==> config.mk <==
export PLATFORM = sky130hd
export DESIGN_NAME = rom_token_reader
export DESIGN_NICKNAME = d
export VERILOG_FILES = /design/src/rtl/rom_token_reader.sv
export SDC_FILE = /design/constraint.sdc
export NUM_CORES = 1
export LEC_CHECK = 0
export ABC_AREA = 1
export ABC_CLOCK_PERIOD_IN_PS = 3900
export CORE_MARGIN = 2
export CORE_UTILIZATION = 59
export CTS_CLUSTER_SIZE = 25
export DETAILED_ROUTE_END_ITERATION = 10
export GPL_TIMING_DRIVEN = 0
export PLACE_DENSITY_LB_ADDON = 0.1
export REMOVE_ABC_BUFFERS = 1
export SYNTH_ARGS = -nofsm -noshare
export SYNTH_HDL_FRONTEND = slang
export SYNTH_SLANG_ARGS = --single-unit
==> constraint.sdc <==
create_clock -name clk -period 3.9 [get_ports clk]
set_clock_uncertainty 0.15 [all_clocks]
set_input_delay 0.585 -clock clk [delete_from_list [all_inputs] [get_ports clk]]
set_output_delay 0.585 -clock clk [all_outputs]
set_load 0.01 [all_outputs]
==> src/rtl/rom_token_reader.sv <==
// Calculator ROM reader: walks the ROM from index 0, folds digit codes into operands
// and emits NUM/OP/END/ERR tokens over valid/ready. Define SPACE_SKIP_EN to treat code 32 as whitespace.
module rom_token_reader #(
    parameter int ADDR_W = 7,
    parameter int DEPTH  = 100,
    parameter int NUM_W  = 16
) (
    input  logic              clk,
    input  logic              rst,
    input  logic              start,
    output logic [ADDR_W-1:0] rom_index,
    input  logic [7:0]        rom_data,
    output logic              tok_valid,
    input  logic              tok_ready,
    output logic [1:0]        tok_kind,
    output logic [NUM_W-1:0]  tok_value,
    output logic              busy,
    output logic              done,
    output logic              error
);
    typedef enum logic [1:0] {IDLE, SCAN, EMIT, DONE} state_t;

    localparam logic [1:0]        K_NUM = 2'd0;
    localparam logic [1:0]        K_OP  = 2'd1;
    localparam logic [1:0]        K_END = 2'd2;
    localparam logic [1:0]        K_ERR = 2'd3;
    localparam int                PW    = NUM_W + 4;
    localparam logic [ADDR_W-1:0] LAST  = ADDR_W'(DEPTH - 1);

    state_t              state, state_n;
    logic [ADDR_W-1:0]   idx_n;
    logic [NUM_W-1:0]    acc, acc_n;
    logic [7:0]          ndig, ndig_n;
    logic                past_end, past_n;
    logic                tv_n, busy_n, done_n, err_n;
    logic [1:0]          tk_n;
    logic [NUM_W-1:0]    tval_n;
    logic                ld, adv;
    logic [1:0]          ld_kind;
    logic [NUM_W-1:0]    ld_value;
    logic [PW-1:0]       prod;
    logic                ovf, is_digit, is_op, is_end, is_space;

    assign is_digit = (rom_data <= 8'd9);
    assign is_op    = (rom_data >= 8'd20) && (rom_data <= 8'd23);
    assign is_end   = (rom_data == 8'd10);
`ifdef SPACE_SKIP_EN
    assign is_space = (rom_data == 8'd32);
`else
    assign is_space = 1'b0;
`endif

    // Widened so one more decimal digit can never wrap before the range check.
    assign prod = PW'(acc) * PW'(10) + PW'(rom_data[3:0]);
    assign ovf  = |prod[PW-1:NUM_W];

    always_comb begin
        state_n  = state;
        idx_n    = rom_index;
        acc_n    = acc;
        ndig_n   = ndig;
        past_n   = past_end;
        tv_n     = tok_valid;
        tk_n     = tok_kind;
        tval_n   = tok_value;
        busy_n   = busy;
        done_n   = done;
        err_n    = error;
        ld       = 1'b0;
        adv      = 1'b0;
        ld_kind  = K_NUM;
        ld_value = '0;
        case (state)
            IDLE, DONE: begin
                if (start) begin
                    idx_n   = '0;
                    acc_n   = '0;
                    ndig_n  = '0;
                    past_n  = 1'b0;
                    done_n  = 1'b0;
                    err_n   = 1'b0;
                    busy_n  = 1'b1;
                    state_n = SCAN;
                end
            end
            SCAN: begin
                if (past_end || !is_digit) begin
                    if (ndig != 8'd0) begin
                        // Operand ends; the delimiter is looked at again after the transfer.
                        ld       = 1'b1;
                        ld_kind  = K_NUM;
                        ld_value = acc;
                        acc_n    = '0;
                        ndig_n   = '0;
                    end else if (past_end) begin
                        ld       = 1'b1;
                        ld_kind  = K_ERR;
                        ld_value = NUM_W'(3);
                    end else if (is_op) begin
                        ld       = 1'b1;
                        ld_kind  = K_OP;
                        ld_value = NUM_W'(rom_data - 8'd20);
                        adv      = 1'b1;
                    end else if (is_end) begin
                        ld       = 1'b1;
                        ld_kind  = K_END;
                    end else if (is_space) begin
                        adv      = 1'b1;
                    end else begin
                        ld       = 1'b1;
                        ld_kind  = K_ERR;
                        ld_value = NUM_W'(1);
                    end
                end else if (ovf) begin
                    ld       = 1'b1;
                    ld_kind  = K_ERR;
                    ld_value = NUM_W'(2);
                end else begin
                    acc_n  = prod[NUM_W-1:0];
                    ndig_n = (ndig == 8'hff) ? ndig : ndig + 8'd1;
                    adv    = 1'b1;
                end
            end
            EMIT: begin
                if (tok_valid && tok_ready) begin
                    tv_n = 1'b0;
                    if (tok_kind == K_END || tok_kind == K_ERR) begin
                        state_n = DONE;
                        busy_n  = 1'b0;
                        done_n  = 1'b1;
                        err_n   = (tok_kind == K_ERR);
                    end else begin
                        state_n = SCAN;
                    end
                end
            end
            default: state_n = IDLE;
        endcase
        // Stepping off the last entry is remembered rather than wrapping the index.
        if (adv) begin
            if (rom_index == LAST) past_n = 1'b1;
            else                   idx_n  = rom_index + 1'b1;
        end
        if (ld) begin
            tv_n    = 1'b1;
            tk_n    = ld_kind;
            tval_n  = ld_value;
            state_n = EMIT;
        end
    end

    always_ff @(posedge clk or posedge rst) begin
        if (rst) begin
            state     <= IDLE;
            rom_index <= '0;
            acc       <= '0;
            ndig      <= '0;
            past_end  <= 1'b0;
            tok_valid <= 1'b0;
            tok_kind  <= K_NUM;
            tok_value <= '0;
            busy      <= 1'b0;
            done      <= 1'b0;
            error     <= 1'b0;
        end else begin
            state     <= state_n;
            rom_index <= idx_n;
            acc       <= acc_n;
            ndig      <= ndig_n;
            past_end  <= past_n;
            tok_valid <= tv_n;
            tok_kind  <= tk_n;
            tok_value <= tval_n;
            busy      <= busy_n;
            done      <= done_n;
            error     <= err_n;
        end
    end
endmodule

Word level (Yosys, flattened, before mapping)
Index checks and enable logic that the tools add are counted.
{"block": "word_totals", "reg_bits": 56, "out_inout_bits": 29, "wordCells": 115}
{"block": "op_classes", "addsub": 4, "n_eq_ne": 16, "n_lt_le_gt_ge": 3, "mul": 1, "muxes": 61, "reduce_logical": 19}
{"operator": "2-to-1 mux 16 bit", "count": 9}
{"operator": "2-to-1 mux 8 bit", "count": 5}
{"operator": "one-hot mux 16 bit (2 select lines)", "count": 1}
{"operator": "2-to-1 mux 7 bit", "count": 4}
{"operator": "2-to-1 mux 1 bit", "count": 26}
{"operator": "2-to-1 mux 2 bit", "count": 11}
{"operator": "adder 20 x 4 -> 20 bit", "count": 1}
{"operator": "multiplier 16 x 3 -> 19 bit (second input constant)", "count": 1}
{"operator": "one-hot mux 8 bit (2 select lines)", "count": 1}
{"operator": "!= test 3 bit (second input constant)", "count": 5}
{"operator": "subtractor 8 x 5 -> 9 bit (second input constant)", "count": 1}
{"operator": "adder 8 x 1 -> 8 bit (second input constant)", "count": 1}
{"operator": "equality test 2 bit (second input constant)", "count": 4}
{"operator": "equality test 8 x 4 -> 1 bit (second input constant)", "count": 1}
{"operator": "equality test 8 bit (second input constant)", "count": 1}
{"operator": ">= comparator 8 x 5 -> 1 bit (second input constant)", "count": 1}
{"operator": "<= comparator 8 x 4 -> 1 bit (second input constant)", "count": 1}
{"operator": "<= comparator 8 x 5 -> 1 bit (second input constant)", "count": 1}
{"operator": "AND reduction 4 bit", "count": 2}
{"operator": "nonzero test 2 bit", "count": 4}
{"operator": "nonzero test 8 bit", "count": 1}
{"operator": "adder 7 x 1 -> 7 bit (second input constant)", "count": 1}
{"operator": "equality test 7 bit (second input constant)", "count": 1}
{"operator": "!= test 2 bit (second input constant)", "count": 3}
{"operator": "13 further kinds", "count": 17}

Depth between registers and ports, before layout
{"block": "depth", "depth_word": 8, "mapped_depth": 24, "ltp_nobuf": 23}

Worst setup path before layout
No wires, ideal clock.
{"block": "synth_path", "kind": "register to register", "start": "register acc[1]", "end": "register acc[1]", "path_stages_with_launch": 22, "n_path_buf": 1, "setup_ns": 0.117, "synth_period_minus_slack_ns": 3.288, "arrival_ns": 3.021, "path_slack_ns": 0.612, "cell_sequence": "dfrtp_1 ha_1 ha_1 fa_1 nand2_1 nor2_1 nand2_1 a21oi_1 nand2_1 nor2_2 nand3_2 nor2_4 nand3_1 nand2_1 nand2_2 nor2_4 nand2_2 nand2_4 nand2_4 buf_6 nand2_2 o21ai_2"}
{"block": "synth_between", "elab_chain_cells": 5}
{"item": "start: declaration", "line_no": "32", "text": "logic [NUM_W-1:0] acc, acc_n;"}
{"item": "start signal: assignment", "line_no": "168", "text": "acc <= acc_n;"}
{"item": "multiplier 16 x 3 -> 19 bit", "line_no": "54", "text": "assign prod = PW'(acc) * PW'(10) + PW'(rom_data[3:0]);"}
{"item": "adder 20 x 4 -> 20 bit", "line_no": "54"}
{"item": "OR reduction 4 bit", "line_no": "55", "text": "assign ovf = |prod[PW-1:NUM_W];"}
{"item": "!= test 3 bit (no line)"}
{"item": "AND reduction 4 bit (no line)"}
Every way passes these cells.
A chain may end at the register's enable or synchronous reset.

Final worst setup path
{"block": "layout_path", "start": "register acc[1]", "end": "register ndig[7]"}
{"block": "layout_between", "elab_chain_cells": 5}
{"item": "multiplier 16 x 3 -> 19 bit", "line_no": "54"}
{"item": "adder 20 x 4 -> 20 bit", "line_no": "54"}
{"item": "OR reduction 4 bit", "line_no": "55"}
{"item": "!= test 3 bit (no line)"}
{"item": "AND reduction 5 bit (no line)"}
{"item": "end signal: assignment", "line_no": "169", "text": "ndig <= ndig_n;"}
{"item": "end: declaration", "line_no": "33", "text": "logic [7:0] ndig, ndig_n;"}
Every way passes these cells.

==> flow_summary.json <==
{
  "placed_cells": 779,
  "ff_latch_area_um2": 1400,
  "dieHeight_um": 91.7,
  "slew_headroom_pct": 31.7,
  "tritoncts": "built",
  "detailedRoute.firstIterationViolations": 264,
  "clkSinkCount": 56,
  "setup_repair_after_global_routing_missed_its_margin": "false",
  "min_path_type": "reg -> reg",
  "min_period_over_period_pct": 94.0,
  "multi_input_logic_area_um2": 2920,
  "cts.path.max_buffers": 2,
  "power.combinational.fraction_pct": 42.0,
  "final_critical_path_setup_slack_ns": 0.236,
  "placeableCoreArea_um2": 7330,
  "grt_antenna_before_repair": 0,
  "postRouteAntennaNets": 0,
  "wire_per_inst_um": 14.0,
  "timing_worst_slew_pin_value_ns": 1.02,
  "cts_max_level": 2,
  "synthCells": 650,
  "maximum_number_of_pins_on_one_net_before_global_route_repair": 33,
  "route.detailed.vias_per_inst": 5.56,
  "netlist-cell-type-count": 36,
  "antenna_cells_inserted": 0,
  "drt-pass1-iter-count": 5,
  "groute.usage.overall_pct": 26.9,
  "areaGrowthSynthToFinish_pct": 16.2,
  "fp.dieArea_um2": 8410,
  "report.final.slew_viol_count": 0,
  "number_of_remaining_drc_errors": 0,
  "dp_worst_setup_slack_ns": -0.362,
  "worst_skew_pair.late_latency_ns": 0.31,
  "initial_core_util_pct": 61.9,
  "synth-warning-count": 0,
  "tritoncts.num_buffers": 5,
  "grt.overflow.total": 0,
  "fin_crit_ns": 3.66,
  "crit_path_start_kind": "flop",
  "final_cell_mix": "sky130_fd_sc_hd__nand2_1 (211), sky130_fd_sc_hd__inv_1 (75), sky130_fd_sc_hd__dfrtp_1 (55)",
  "finalNonFillerCells": 793,
  "port-buffer-count": 40,
  "area_of_the_mapped_netlist_um2": 4540,
  "hpwl_after_detailed_placement_mm": 8.28,
  "synth_edf_count": 0,
  "synth.ff_latch_count": 56,
  "p_clk_share_pct": 18.1,
  "worst-path-max-fanout": 8,
  "grt_pass1_vias": 4142,
  "gpl.final_weighted_congestion": 0.860,
  "synth.yosys.seq_area_share_pct": 30.9,
  "drive_gt1_share_pct": 9.94,
  "fp.dieW_um": 91.7,
  "timing.max_cap.violations": 0,
  "finish.net_count": 747,
  "pwr_density_cell_nw_per_um2": 332,
  "layout.cells.most_common": "sky130_fd_sc_hd__nand2_1",
  "clock_tree.root_cell": "sky130_fd_sc_hd__clkbuf_8",
  "design.portCount": 41,
  "postSynth.asyncResetShare_pct": 100,
  "count_of_standard_cell_rows": 31,
  "worst_setup_path_end_kind": "flop",
  "timing.final.hold_violations": 0,
  "grt_pass1_wl_mm": 18.7,
  "critical_path_data_required_time_ns": 3.94,
  "ir_worst_vdd_mv": 0.288,
  "outcome": "complete, no violations",
  "cts_hold_buffers": 0,
  "intPower_mw": 1.03,
  "sw_ratio_pct": 41.4,
  "fmaxAchievable_ghz": 0.273,
  "finalWirelength_mm": 11.1,
  "share_seq_of_total_power_pct": 39.9,
  "worstSetupPathType": "reg -> reg",
  "syn-mean-instance-area_um2": 6.98,
  "final-setup-viol-count": 0,
  "leakage_nw": 2.69,
  "total_switching_power_mw": 0.724,
  "final.fill_count": 628,
  "worst-endpoint-arrival_ns": 3.71,
  "postSynth.topFlopCell": "sky130_fd_sc_hd__dfrtp_1",
  "clk_transition_reported_paths_ns": 0.10,
  "route.vias.total": 4409
}
sequential cells by signal, indices dropped and copies added, names as in the netlist:
name	flops
acc	16
busy	1
done	1
error	1
ndig	8
past_end	1
rom_index	7
state	2
tok_kind	2
tok_valid	1
tok_value	16
Yosys cell counts, types with 3 or more instances:
| library cell | instances | share of area [%] |
|---|---|---|
| sky130_fd_sc_hd__nor2_1 | 42 | 3.5 |
| sky130_fd_sc_hd__inv_2 | 3 | 0.25 |
| sky130_fd_sc_hd__a31oi_1 | 3 | 0.41 |
| sky130_fd_sc_hd__o21ai_1 | 3 | 0.33 |
| sky130_fd_sc_hd__o21ai_0 | 33 | 3.6 |
| sky130_fd_sc_hd__nor3_1 | 12 | 1.3 |
| sky130_fd_sc_hd__nand3_2 | 3 | 0.66 |
| sky130_fd_sc_hd__nand2_2 | 9 | 1.2 |
| sky130_fd_sc_hd__ha_1 | 40 | 11 |
| sky130_fd_sc_hd__inv_1 | 76 | 6.3 |
| sky130_fd_sc_hd__or2_2 | 3 | 0.41 |
| sky130_fd_sc_hd__nand4_1 | 19 | 2.6 |
| sky130_fd_sc_hd__o211ai_1 | 3 | 0.50 |
| sky130_fd_sc_hd__nor2_2 | 4 | 0.55 |
| sky130_fd_sc_hd__clkbuf_1 | 4 | 0.33 |
| sky130_fd_sc_hd__buf_4 | 3 | 0.50 |
| sky130_fd_sc_hd__nand2_1 | 215 | 18 |
| sky130_fd_sc_hd__a21oi_1 | 22 | 2.4 |
| sky130_fd_sc_hd__buf_6 | 4 | 0.99 |
| sky130_fd_sc_hd__xor2_1 | 8 | 1.5 |
| sky130_fd_sc_hd__o21ai_2 | 16 | 3.1 |
| sky130_fd_sc_hd__nand3_1 | 45 | 5.0 |
| sky130_fd_sc_hd__nor4_1 | 6 | 0.83 |
| sky130_fd_sc_hd__dfrtp_1 | 56 | 31 |
metal layers:
layer,up-vias,global-route usage (%),routed length (um)
met2,91,46.7,5580
li1,2212,-,-
met5,-,0,0
met1,2087,35.2,4940
met4,0,6.31,144
met3,19,4.11,433
what timing repair did:
action	CTS	global route
resized for setup	3	21
endpoints found under the setup margin	40	51
setup buffers	0	3
gates cloned	0	3
pin swaps	0	9
kinds of logic (layout without fill, tap and decap cells):
kind of cell | Yosys count | count (layout) | synth area share [%]
AO/OA/AOI/OAI | 85 | 85 | 11.2
XOR/XNOR | 10 | 10 | 1.93
adder cells (fa/ha/maj) | 42 | 42 | 11.9
buffers and inverters | 90 | 131 | 8.36
flip-flops | 56 | 56 | 30.9
multiplexers | 1 | 1 | 0.221
AND/OR/NAND/NOR | 366 | 369 | 35.5
worst max-delay path, stage by stage, from the launching register on:
cell                      delay [ns]
sky130_fd_sc_hd__dfrtp_2        0.48
sky130_fd_sc_hd__ha_4           0.26
sky130_fd_sc_hd__ha_4           0.17
sky130_fd_sc_hd__fa_1           0.57
sky130_fd_sc_hd__nand2_1        0.08
sky130_fd_sc_hd__nor2_1         0.08
sky130_fd_sc_hd__nand2_1        0.09
sky130_fd_sc_hd__a21oi_2        0.18
sky130_fd_sc_hd__nand2_2        0.10
sky130_fd_sc_hd__nor2_4         0.15
sky130_fd_sc_hd__nand3_4        0.11
sky130_fd_sc_hd__nor2_4         0.16
sky130_fd_sc_hd__nand3_1        0.09
sky130_fd_sc_hd__nand2_1        0.08
sky130_fd_sc_hd__nand2_2        0.06
sky130_fd_sc_hd__nor2_4         0.20
sky130_fd_sc_hd__nand2_4        0.11
sky130_fd_sc_hd__nand2_8        0.13
sky130_fd_sc_hd__nand3_4        0.14
sky130_fd_sc_hd__nand2_1        0.10
sky130_fd_sc_hd__nand2_1        0.06
worst paths after layout:
| check | depth (start not counted) | slack, ns | from | endpoint |
|---|---|---|---|---|
| min in group asynchronous | 2 | 0.49 | rst | tok_value[0] |
| max in group asynchronous | 3 | 2.55 | rst | tok_value[12] |
| setup / recovery | 20 | 0.24 | acc[1] | ndig[7] |
| setup reg to reg | 20 | 0.24 | acc[1] | ndig[7] |
| hold / removal | 2 | 0.33 | tok_value[14] | tok_value[14] |
| hold reg to reg | 2 | 0.33 | tok_value[14] | tok_value[14] |
final cells by class:
cell class	instances	area share [%]
clock buffer	7	1.45
clock inverter	1	0.166
inverter	79	5.63
multi-input combinational	507	55.4
sequential	56	26.6
tap	99	2.35
timing repair buffer	44	8.40
power by group through the flow:
stage | sequential (mW) | combinational [mW] | clock, mW
after global placement | 0.706 | 0.641 | 0
after CTS | 0.698 | 0.679 | 0.319
after global routing | 0.710 | 0.815 | 0.345
after detailed placement | 0.711 | 0.660 | 0
after floorplan | 0.725 | 0.399 | 0
final | 0.698 | 0.736 | 0.317
metrics by stage:
stage	util, %	area (um^2)	power [mW]	setup TNS [ns]	hold WS, ns
floorplan	-	4450	1.12	0	0.313
global placement	67.9	4980	1.35	-6.48	0.308
detailed placement	68.3	5000	1.37	-8.74	0.309
CTS	69.6	5100	1.70	0	0.333
global route	71.9	5270	1.87	0	0.362
finish	71.9	5270	1.75	0	0.328
No activity file was read; power rests on OpenSTA's default activity.
